`config.mk`:
```
export PLATFORM = sky130hd
export DESIGN_NAME = memory_bus_arbiter
export DESIGN_NICKNAME = d
export VERILOG_FILES = /design/src/rtl/memory_map_pkg.sv /design/src/rtl/memory_region_decoder.sv /design/src/rtl/memory_bus_arbiter.sv
export SDC_FILE = /design/constraint.sdc
export NUM_CORES = 1
export LEC_CHECK = 0
export ABC_CLOCK_PERIOD_IN_PS = 5000
export BUFFER_PORTS_ARGS = -buffer_cell sky130_fd_sc_hd__buf_4
export CAP_MARGIN = 20
export CORE_AREA = 2 2 156 158
export CTS_CLUSTER_SIZE = 14
export DETAILED_ROUTE_END_ITERATION = 7
export DIE_AREA = 0 0 158 160
export PLACE_DENSITY = 0.62
export SYNTH_ARGS = -nofsm -noshare
export SYNTH_HDL_FRONTEND = slang
export SYNTH_SLANG_ARGS = --single-unit
```
`constraint.sdc`:
```
create_clock -name clock -period 5 [get_ports clock]
set_clock_uncertainty 0.05 [all_clocks]
set_input_delay 1.5 -clock clock [delete_from_list [all_inputs] [get_ports clock]]
set_output_delay 1.5 -clock clock [all_outputs]
set_load 0.02 [all_outputs]
```
`src/rtl/memory_map_pkg.sv`:
```
// rtl/memory_map_pkg.sv - region, state and size definitions shared by the memory bus arbiter
package memory_map_pkg;

    typedef enum logic [2:0] {
        REGION_INSTR,
        REGION_CACHE,
        REGION_UNMAPPED,
        REGION_IO,
        REGION_RAM
    } region_t;

    localparam logic [31:0] IO_BASE  = 32'h0000_1000;
    localparam logic [31:0] RAM_BASE = 32'h0000_4000;

    typedef logic [1:0] arb_state_t;
    localparam arb_state_t IDLE     = 2'd0;
    localparam arb_state_t ACCESS   = 2'd1;
    localparam arb_state_t RAM_WAIT = 2'd2;
    localparam arb_state_t COMPLETE = 2'd3;

    localparam logic [1:0] SIZE_BYTE    = 2'd0;
    localparam logic [1:0] SIZE_HALF    = 2'd1;
    localparam logic [1:0] SIZE_WORD    = 2'd2;
    localparam logic [1:0] SIZE_ILLEGAL = 2'd3;

    // Size code 3 is folded in here so callers see a single "bad access shape" flag.
    function automatic logic is_misaligned(input logic [1:0] size, input logic [1:0] low_bits);
        case (size)
            SIZE_BYTE: is_misaligned = 1'b0;
            SIZE_HALF: is_misaligned = low_bits[0];
            SIZE_WORD: is_misaligned = (low_bits != 2'b00);
            default:   is_misaligned = 1'b1;
        endcase
    endfunction

endpackage

```
`src/rtl/memory_region_decoder.sv`:
```
// rtl/memory_region_decoder.sv - combinational address/size to region and misalignment decode
module memory_region_decoder
    import memory_map_pkg::*;
#(
    parameter int INSTR_BITS = 10,
    parameter int CACHE_BITS = 10
) (
    input  logic [31:0] address,
    input  logic [1:0]  size,
    output region_t     region,
    output logic        misaligned
);

    localparam logic [31:0] INSTR_LIMIT = 32'(1) << INSTR_BITS;
    localparam logic [31:0] CACHE_LIMIT = 32'(1) << (CACHE_BITS + 1);

    always_comb begin
        if (address < INSTR_LIMIT) begin
            region = REGION_INSTR;
        end else if (address < CACHE_LIMIT) begin
            region = REGION_CACHE;
        end else if (address < IO_BASE) begin
            region = REGION_UNMAPPED;
        end else if (address < RAM_BASE) begin
            region = REGION_IO;
        end else begin
            region = REGION_RAM;
        end
    end

    assign misaligned = is_misaligned(size, address[1:0]);

endmodule

```
`src/rtl/memory_bus_arbiter.sv`:
```
// rtl/memory_bus_arbiter.sv - two-master round-robin arbiter sequencing one memory transaction at a time
module memory_bus_arbiter
    import memory_map_pkg::*;
#(
    parameter int INSTR_BITS  = 10,
    parameter int CACHE_BITS  = 10,
    parameter int RAM_TIMEOUT = 255
) (
    input  logic        clock,
    input  logic        reset,

    input  logic        m0_valid,
    input  logic [31:0] m0_address,
    input  logic [1:0]  m0_size,
    input  logic        m0_write,
    input  logic [31:0] m0_write_value,
    output logic        m0_ready,
    output logic        m0_error,
    output logic [31:0] m0_read_value,

    input  logic        m1_valid,
    input  logic [31:0] m1_address,
    input  logic [1:0]  m1_size,
    input  logic        m1_write,
    input  logic [31:0] m1_write_value,
    output logic        m1_ready,
    output logic        m1_error,
    output logic [31:0] m1_read_value,

    output logic [31:0] mem_address,
    output logic [1:0]  mem_size,
    output logic [31:0] mem_write_value,
    output logic        instr_write_enable,
    output logic        cache_write_enable,
    output logic        io_write_enable,
    input  logic [31:0] instr_read_value,
    input  logic [31:0] cache_read_value,
    input  logic [31:0] io_read_value,

    output logic        ram_req,
    input  logic        ram_ack,
    input  logic [31:0] ram_read_value,

    output logic        busy
);

    arb_state_t  state;
    logic        last_grant;
    logic        grant;
    logic [31:0] lat_address;
    logic [1:0]  lat_size;
    logic        lat_write;
    logic [31:0] lat_write_value;
    region_t     lat_region;
    logic        err_flag;
    logic [7:0]  ram_count;
    logic [31:0] ram_data;

    logic        grant_next;
    logic [31:0] req_address;
    logic [1:0]  req_size;
    logic        req_write;
    logic [31:0] req_write_value;
    region_t     req_region;
    logic        req_misaligned;
    logic        req_error;

    // Tie goes to the master that did not win last time; last_grant resets to 1 so m0 wins first.
    always_comb begin
        if (m0_valid && m1_valid) begin
            grant_next = ~last_grant;
        end else begin
            grant_next = m1_valid;
        end
    end

    assign req_address     = grant_next ? m1_address     : m0_address;
    assign req_size        = grant_next ? m1_size        : m0_size;
    assign req_write       = grant_next ? m1_write       : m0_write;
    assign req_write_value = grant_next ? m1_write_value : m0_write_value;

    memory_region_decoder #(
        .INSTR_BITS (INSTR_BITS),
        .CACHE_BITS (CACHE_BITS)
    ) u_decoder (
        .address    (req_address),
        .size       (req_size),
        .region     (req_region),
        .misaligned (req_misaligned)
    );

    // The CPU port may never overwrite the instruction bank; only the loader can.
    assign req_error = req_misaligned
                    || (req_region == REGION_UNMAPPED)
                    || (!grant_next && req_write && (req_region == REGION_INSTR));

    always_ff @(posedge clock or posedge reset) begin
        if (reset) begin
            state           <= IDLE;
            last_grant      <= 1'b1;
            grant           <= 1'b0;
            lat_address     <= '0;
            lat_size        <= '0;
            lat_write       <= 1'b0;
            lat_write_value <= '0;
            lat_region      <= REGION_INSTR;
            err_flag        <= 1'b0;
            ram_count       <= '0;
            ram_data        <= '0;
        end else begin
            case (state)
                IDLE: begin
                    if (m0_valid || m1_valid) begin
                        grant           <= grant_next;
                        last_grant      <= grant_next;
                        lat_address     <= req_address;
                        lat_size        <= req_size;
                        lat_write       <= req_write;
                        lat_write_value <= req_write_value;
                        lat_region      <= req_region;
                        err_flag        <= req_error;
                        ram_count       <= '0;
                        ram_data        <= '0;
                        if (req_error) begin
                            state <= COMPLETE;
                        end else if (req_region == REGION_RAM) begin
                            state <= RAM_WAIT;
                        end else begin
                            state <= ACCESS;
                        end
                    end
                end
                ACCESS: begin
                    state <= COMPLETE;
                end
                RAM_WAIT: begin
                    if (ram_ack) begin
                        ram_data <= ram_read_value;
                        state    <= COMPLETE;
                    end else if (ram_count == 8'(RAM_TIMEOUT)) begin
                        err_flag <= 1'b1;
                        state    <= COMPLETE;
                    end else begin
                        ram_count <= ram_count + 8'd1;
                    end
                end
                default: begin
                    state <= IDLE;
                end
            endcase
        end
    end

    logic        in_access;
    logic        in_complete;
    logic [31:0] sel_read;
    logic [31:0] resp_data;

    assign in_access   = (state == ACCESS) && lat_write;
    assign in_complete = (state == COMPLETE);

    assign mem_address        = lat_address;
    assign mem_size           = lat_size;
    assign mem_write_value    = lat_write_value;
    assign instr_write_enable = in_access && (lat_region == REGION_INSTR);
    assign cache_write_enable = in_access && (lat_region == REGION_CACHE);
    assign io_write_enable    = in_access && (lat_region == REGION_IO);
    assign ram_req            = (state == RAM_WAIT);
    assign busy               = (state != IDLE);

    always_comb begin
        case (lat_region)
            REGION_INSTR: sel_read = instr_read_value;
            REGION_CACHE: sel_read = cache_read_value;
            REGION_IO:    sel_read = io_read_value;
            REGION_RAM:   sel_read = ram_data;
            default:      sel_read = '0;
        endcase
    end

    assign resp_data = (in_complete && !lat_write && !err_flag) ? sel_read : '0;

    assign m0_ready      = in_complete && !grant;
    assign m1_ready      = in_complete && grant;
    assign m0_error      = m0_ready && err_flag;
    assign m1_error      = m1_ready && err_flag;
    assign m0_read_value = m0_ready ? resp_data : '0;
    assign m1_read_value = m1_ready ? resp_data : '0;

endmodule
```
==> results of run 1 <==
-- cell usage in the layout (no fill, tap or decap), types with 2 or more instances in the layout --
| cell | n |
|---|---|
| inv_1 | 9 |
| nor2_1 | 79 |
| bufinv_16 | 2 |
| o21ai_0 | 98 |
| clkinv_2 | 2 |
| nand2b_1 | 2 |
| o22ai_1 | 2 |
| clkbuf_16 | 17 |
| nor4b_1 | 2 |
| a21oi_1 | 42 |
| clkinvlp_4 | 2 |
| dfrtp_1 | 112 |
| nand2_1 | 111 |
| nand3_1 | 5 |
| o21a_1 | 2 |
| a22o_1 | 34 |
| o21ai_1 | 15 |
| nor3_1 | 4 |
| ha_1 | 6 |
| o221ai_1 | 4 |
| or3_1 | 6 |
| and3_1 | 35 |
| mux2i_1 | 98 |
| dfrtp_2 | 2 |
| buf_4 | 418 |
| nand4_1 | 2 |
| or2_2 | 32 |
| inv_6 | 6 |
| nor4_1 | 10 |
-- synthesized netlist by cell type (16+ instances only) --
library cell	n	share of area, %
nand2_1	111	6.0
dfrtp_1	114	41
nor2_1	79	4.3
o21ai_1	16	1.2
o21ai_0	98	7.1
clkbuf_1	29	1.6
and3_1	35	3.2
a22o_1	34	4.3
mux2i_1	98	14
or2_2	32	2.9
buf_2	17	1.2
a21oi_1	42	3.0
-- flip-flops by register name (all words and copies together), names as in the netlist --
name	count
ram_count	8
grant	1
lat_write	1
mem_write_value	32
ram_data	32
mem_size	2
lat_region	3
last_grant	1
err_flag	1
state	2
mem_address	32
-- worst paths after layout --
check / slack, ns / cells after the start / end / startpoint
max in group asynchronous: 2.78 / 3 / ram_data[23] / reset
min: 0.43 / 2 / mem_address[29] / mem_address[29]
min in group asynchronous: 1.20 / 2 / mem_write_value[0] / reset
max reg2reg: 2.74 / 7 / ram_data[29] / state[1]
max: 0.72 / 8 / m1_read_value[10] / lat_region[0]
min reg2reg: 0.43 / 2 / mem_address[29] / mem_address[29]
-- layout make-up --
| class | instances | area, µm² | area share, % |
|---|---|---|---|
| Clock buffer | 19 | 443 | 4.11 |
| Tap cell | 324 | 405 | 3.76 |
| Timing Repair Buffer | 419 | 3160 | 29.3 |
| Multi-Input combinational cell | 607 | 3700 | 34.4 |
| Clock inverter | 13 | 146 | 1.36 |
| Inverter | 11 | 43.8 | 0.406 |
| Sequential cell | 115 | 2880 | 26.7 |
-- per-layer routing --
layer / vias up / global-route usage [%] / share of wire, %
li1: 3547 / - / -
met2: 325 / 36.5 / 50
met5: - / 0 / 0
met3: 29 / 6.84 / 9.6
met4: 0 / 5.24 / 1.7
met1: 3357 / 24.1 / 38
-- worst max-delay path: stages (launching register included) --
cell,delay [ns]
dfrtp_1,0.35
buf_4,0.34
nor2b_4,0.22
buf_4,0.48
nand2_1,0.11
a21oi_1,0.24
o21ai_0,0.15
nor2_1,0.21
buf_4,0.20
-- kinds of logic after synthesis --
kind of cell | Yosys count | synth area share [%]
AND/OR/NAND/NOR | 296 | 20.1
AO/OA/AOI/OAI | 205 | 17.4
flip-flops | 115 | 41.5
multiplexers | 99 | 14.3
buffers and inverters | 74 | 5.40
adder cells (fa/ha/maj) | 6 | 1.08
XOR/XNOR | 1 | 0.126
-- report_power, final --
group | total (mW) | internal [mW] | leakage, nW | switching [mW]
combinational | 2.47 | 1.08 | 3.65 | 1.39
clock | 1.23 | 0.756 | 0.286 | 0.472
sequential | 1.60 | 1.34 | 1.46 | 0.254
total | 5.29 | 3.18 | 5.39 | 2.12
-- metrics by stage --
step	instance area [µm²]	total power [mW]
6_report	10800	5.29
5_1_grt	10800	5.67
4_1_cts	10800	5.38
3_5_place_dp	10200	4.12
3_3_place_gp	10200	4.07
2_1_floorplan	6930	3.14
==> out/results.tsv, run 1 <==
metric	value	unit
timing_worst_setup_path_type	reg2out	
cp-start-kind	flop	
final_antenna_net_count	0	
area.growth.synth_to_final	55.6	%
grt_pass1_vias	7215	
cts_tree	done	
grt_max_degree	143	
tightest_slew	0.824	ns
report.final.setup_viol	0	
worst_ep_arrival_time	2.73	ns
slew_headroom	45.0	%
grt_pass1_wl	40500	µm
synthesis.yosys.warnings	0	
ys_seq_elements	115	
period_share	85.6	%
syn_inst	796	
post_cts_resize_count	0	
post_synth_design_cell_area	0.00693	mm²
numCtsBuffers	17	
run_status	finished clean	
placedCellCount	1476	
dp_hpwl	20500	µm
floorplan_die_width	158	µm
die-height	160	µm
layout-drive-gt1-share	41.9	%
finalWorstPathRequiredPeriod	4.28	ns
maxSlewViolCount	0	
wl_per_cell	17.9	µm
fmax	234	MHz
cts.htree.levels	4	
worst_hold_path_type	reg2reg	
clk_transition_reported_paths	0.06	ns
finish.net_count	1444	
worst_slack	0.719	ns
power.static_leakage	5.39	nW
detailroute.via_count	7258	
critPathCaptureType	output pin	
grt_use_total	20.7	%
final-hold-violation-count	0	
place_ws	0.734	ns
post-route-drc-count	0	
cp_data_required_time	3.45	ns
layout.filler_cells	2422	
clockRootBuffer	clkbuf_16	
synth-edff-count	0	
drt_iter0_drc	375	
cts.sinks	115	
final_wtd_congestion	0.860	
grt_setup_unrepaired	false	
avg_cell_area_syn	8.70	µm²
via_per_inst	4.81	
design.core.area	0.0238	mm²
route.final.wire_length	27000	µm
whs	0.426	ns
first_pass_iters	5	
tns	0	ns
number_of_antenna_violations_at_the_first_check_in_global_routing	0	
start_util	29.1	%
postCtsHoldBufs	0	
insertedDiodeCount	0	
clk_latency	0.40	ns
synth.yosys.seq_area_share	41.5	%
timing.critical_path.fanout_max	64	
cts_buffer_depth	2	
layout.core_utilization	45.3	%
final_cells	1508	
async_flop_share	100	%
syn_nets	1069	
post_synth_num_cell_types	44	
fp-row-count	57	
post_cts_buffers	0	
buffer_ports.inserted	405	
congestion_overflow_gr	0	
ir_worst_vdd	0.288	mV
power_density	491	mW/mm²
top_level_ports	406	
dieArea	0.0253	mm²
synth_flop_cell	dfrtp_1	
drv_cap	0	
Power figures use the tool's default switching activity.
==> inputs of run 2 (changes only) <==
ABC_AREA = 1   (was default)
==> out/results.tsv, run 2 <==
metric	value	unit	change
run_status	finished clean		
critPathCaptureType	output pin		
die-height	160	µm	unchanged
avg_cell_area_syn	7.00	µm²	-20%
tns	0	ns	unchanged
clockRootBuffer	clkbuf_16		
slew_headroom	40.3	%	-4.7 points
drt_iter0_drc	504		+34%
netlist.top_cell.by_area	dfrtp_1		
busiest_layer	met2		
start_util	28.9	%	-0.15 points
number_of_antenna_violations_at_the_first_check_in_global_routing	1		+1
buffer_ports.inserted	405		unchanged
cts_buffer_depth	2		unchanged
worst_hold_path_type	reg2reg		
syn_nets	1257		+18%
final_wtd_congestion	0.794		-7.6%
worst_slack	0.938	ns	+0.218 ns
wl_per_cell	16.2	µm	-9.4%
congestion_overflow_gr	0		unchanged
synth_top_cells_by_count	o21ai_0, nand2_1, inv_1		
cts_tree	done		
grt_setup_unrepaired	false		
synth_top_cell_area_share	41.4	%	+0.22 points
syn_inst	984		+24%
grt_util_met2	36.9	%	+0.45 points
fp-row-count	57		unchanged
leading_cell_types_in_the_layout_fill_and_taps_excluded	buf_4, o21ai_0, nand2_1, inv_1, nor2_1		
power.static_leakage	5.57	nW	+3.4%
dieArea	0.0253	mm²	unchanged
top_level_ports	406		unchanged
synthesis.yosys.warnings	0		unchanged
design.core.area	0.0238	mm²	unchanged
report.final.setup_viol	0		unchanged
post_synth_num_cell_types	40		-9.1%
detailroute.via_count	7914		+9.0%
grt_use_total	20.9	%	+0.20 points
synth.most_common_cell	o21ai_0		
post_cts_buffers	0		unchanged
power_density	496	mW/mm²	+0.96%
tightest_slew	0.894	ns	+0.0700 ns
synth_flop_cell	dfrtp_1		
fmax	246	MHz	+5.4%
place_ws	0.961	ns	+0.228 ns
floorplan_die_width	158	µm	unchanged
async_flop_share	100	%	unchanged
synth-edff-count	0		unchanged
groute.layer.met1.usage	24.3	%	+0.27 points
first_pass_iters	5		unchanged
timing.critical_path.fanout_max	24		-63%
numCtsBuffers	17		unchanged
maxSlewViolCount	0		unchanged
drv_cap	0		unchanged
clk_transition_reported_paths	0.07	ns	about the same
post-route-drc-count	0		unchanged
final-hold-violation-count	0		unchanged
via_per_inst	4.67		-3.0%
post_synth_design_cell_area	0.00689	mm²	-0.52%
whs	0.435	ns	+0.00874 ns
layout_commonest_cell	buf_4		
cts.htree.levels	4		unchanged
power.total	5.35	mW	+1.0%
synth.yosys.seq_area_share	41.8	%	+0.22 points
post_cts_resize_count	0		unchanged
final_antenna_net_count	0		unchanged
dp_hpwl	20200	µm	-1.6%
finish.net_count	1631		+13%
grt_pass1_vias	7733		+7.2%
ys_seq_elements	115		unchanged
met3_usage	5.18	%	-1.7 points
finalWorstPathRequiredPeriod	4.06	ns	-0.218 ns
period_share	81.2	%	-4.4 points
layout-drive-gt1-share	34.4	%	-7.5 points
clk_latency	0.41	ns	about the same
postCtsHoldBufs	0		unchanged
timing_worst_setup_path_type	reg2out		
ys_top_cells_by_area	dfrtp_1, o21ai_0, nand2_1		
worst_ep_arrival_time	2.51	ns	-0.22 ns
cp_data_required_time	3.45	ns	about the same
cp-start-kind	flop		
route.final.wire_length	27400	µm	+1.9%
area.growth.synth_to_final	56.5	%	
grt_max_degree	73		-49%
grt_pass1_wl	41200	µm	+1.9%
cts.sinks	115		unchanged
ir_worst_vdd	0.247	mV	-14%
run 2: changes by cell type after synthesis, sizes merged, moves of 36 or more:
cell / change
and3: -36
inv: +136
mux2i: -94
nand2: +45
nand3: +70
nor2: +49
o21ai: +101
run 2: where the power goes:
group / total [mW] / leakage (nW) / internal (mW) / switching, mW
Clock: 1.20 / 0.276 / 0.699 / 0.498
Combinational: 2.54 / 3.85 / 0.948 / 1.60
Sequential: 1.61 / 1.45 / 1.38 / 0.232
Total: 5.35 / 5.57 / 3.02 / 2.33
run 2: per-layer routing:
metal  up-vias  share of wire, %  wire length (µm)
met3        44               7.6              2100
met2       314                50             13700
li1       3926                 -                 -
met4         0               2.7               741
met5         -                 0                 0
met1      3630                40             10900
run 2: cells by family (layout without fill, tap and decap cells):
family                   Yosys count  count (layout)  synth area share [%]
adder cells (fa/ha/maj)            6               6                  1.09
AND/OR/NAND/NOR                  385             385                  24.6
AO/OA/AOI/OAI                    262             262                  19.9
flip-flops                       115             115                  41.8
buffers and inverters            212             599                  12.1
other                              0               1                     0
multiplexers                       4               4                 0.581
run 2: final timing paths:
kind / start / endpoint / slack [ns] / cells after the start
worst max-delay path: state[0] / m1_read_value[1] / 0.94 / 7
worst min-delay path: mem_write_value[2] / mem_write_value[2] / 0.43 / 2
worst max register to register: last_grant / state[1] / 2.04 / 13
worst min register to register: mem_write_value[2] / mem_write_value[2] / 0.43 / 2
max in group asynchronous: reset / ram_data[4] / 2.92 / 3
min in group asynchronous: reset / mem_write_value[19] / 1.15 / 2
run 2: stage by stage:
| step | area [µm²] | instances | utilization (%) |
|---|---|---|---|
| final | 10800 | 1696 | 45.3 |
| after floorplan | 6890 | 984 | - |
| after global routing | 10800 | 1696 | 45.3 |
| after global placement | 10200 | 1663 | 42.9 |
| after detailed placement | 10200 | 1663 | 42.9 |
| after CTS | 10800 | 1695 | 45.3 |
run 2: layout make-up:
| type | count | area [µm²] |
|---|---|---|
| Multi-Input combinational cell | 657 | 3200 |
| Tap cell | 324 | 405 |
| Inverter | 149 | 562 |
| Clock buffer | 17 | 425 |
| Clock inverter | 15 | 149 |
| Timing Repair Buffer | 418 | 3160 |
| Sequential cell | 115 | 2880 |
| Fill cell | 2489 | 13000 |
| Antenna cell | 1 | 2.50 |
run 2: worst max-delay path: stages, from the launching register on:
cell	delay, ns
dfrtp_1	0.42
ha_1	0.19
inv_1	0.06
nor3_2	0.50
buf_4	0.37
o21ai_0	0.17
nor2_1	0.19
buf_4	0.18
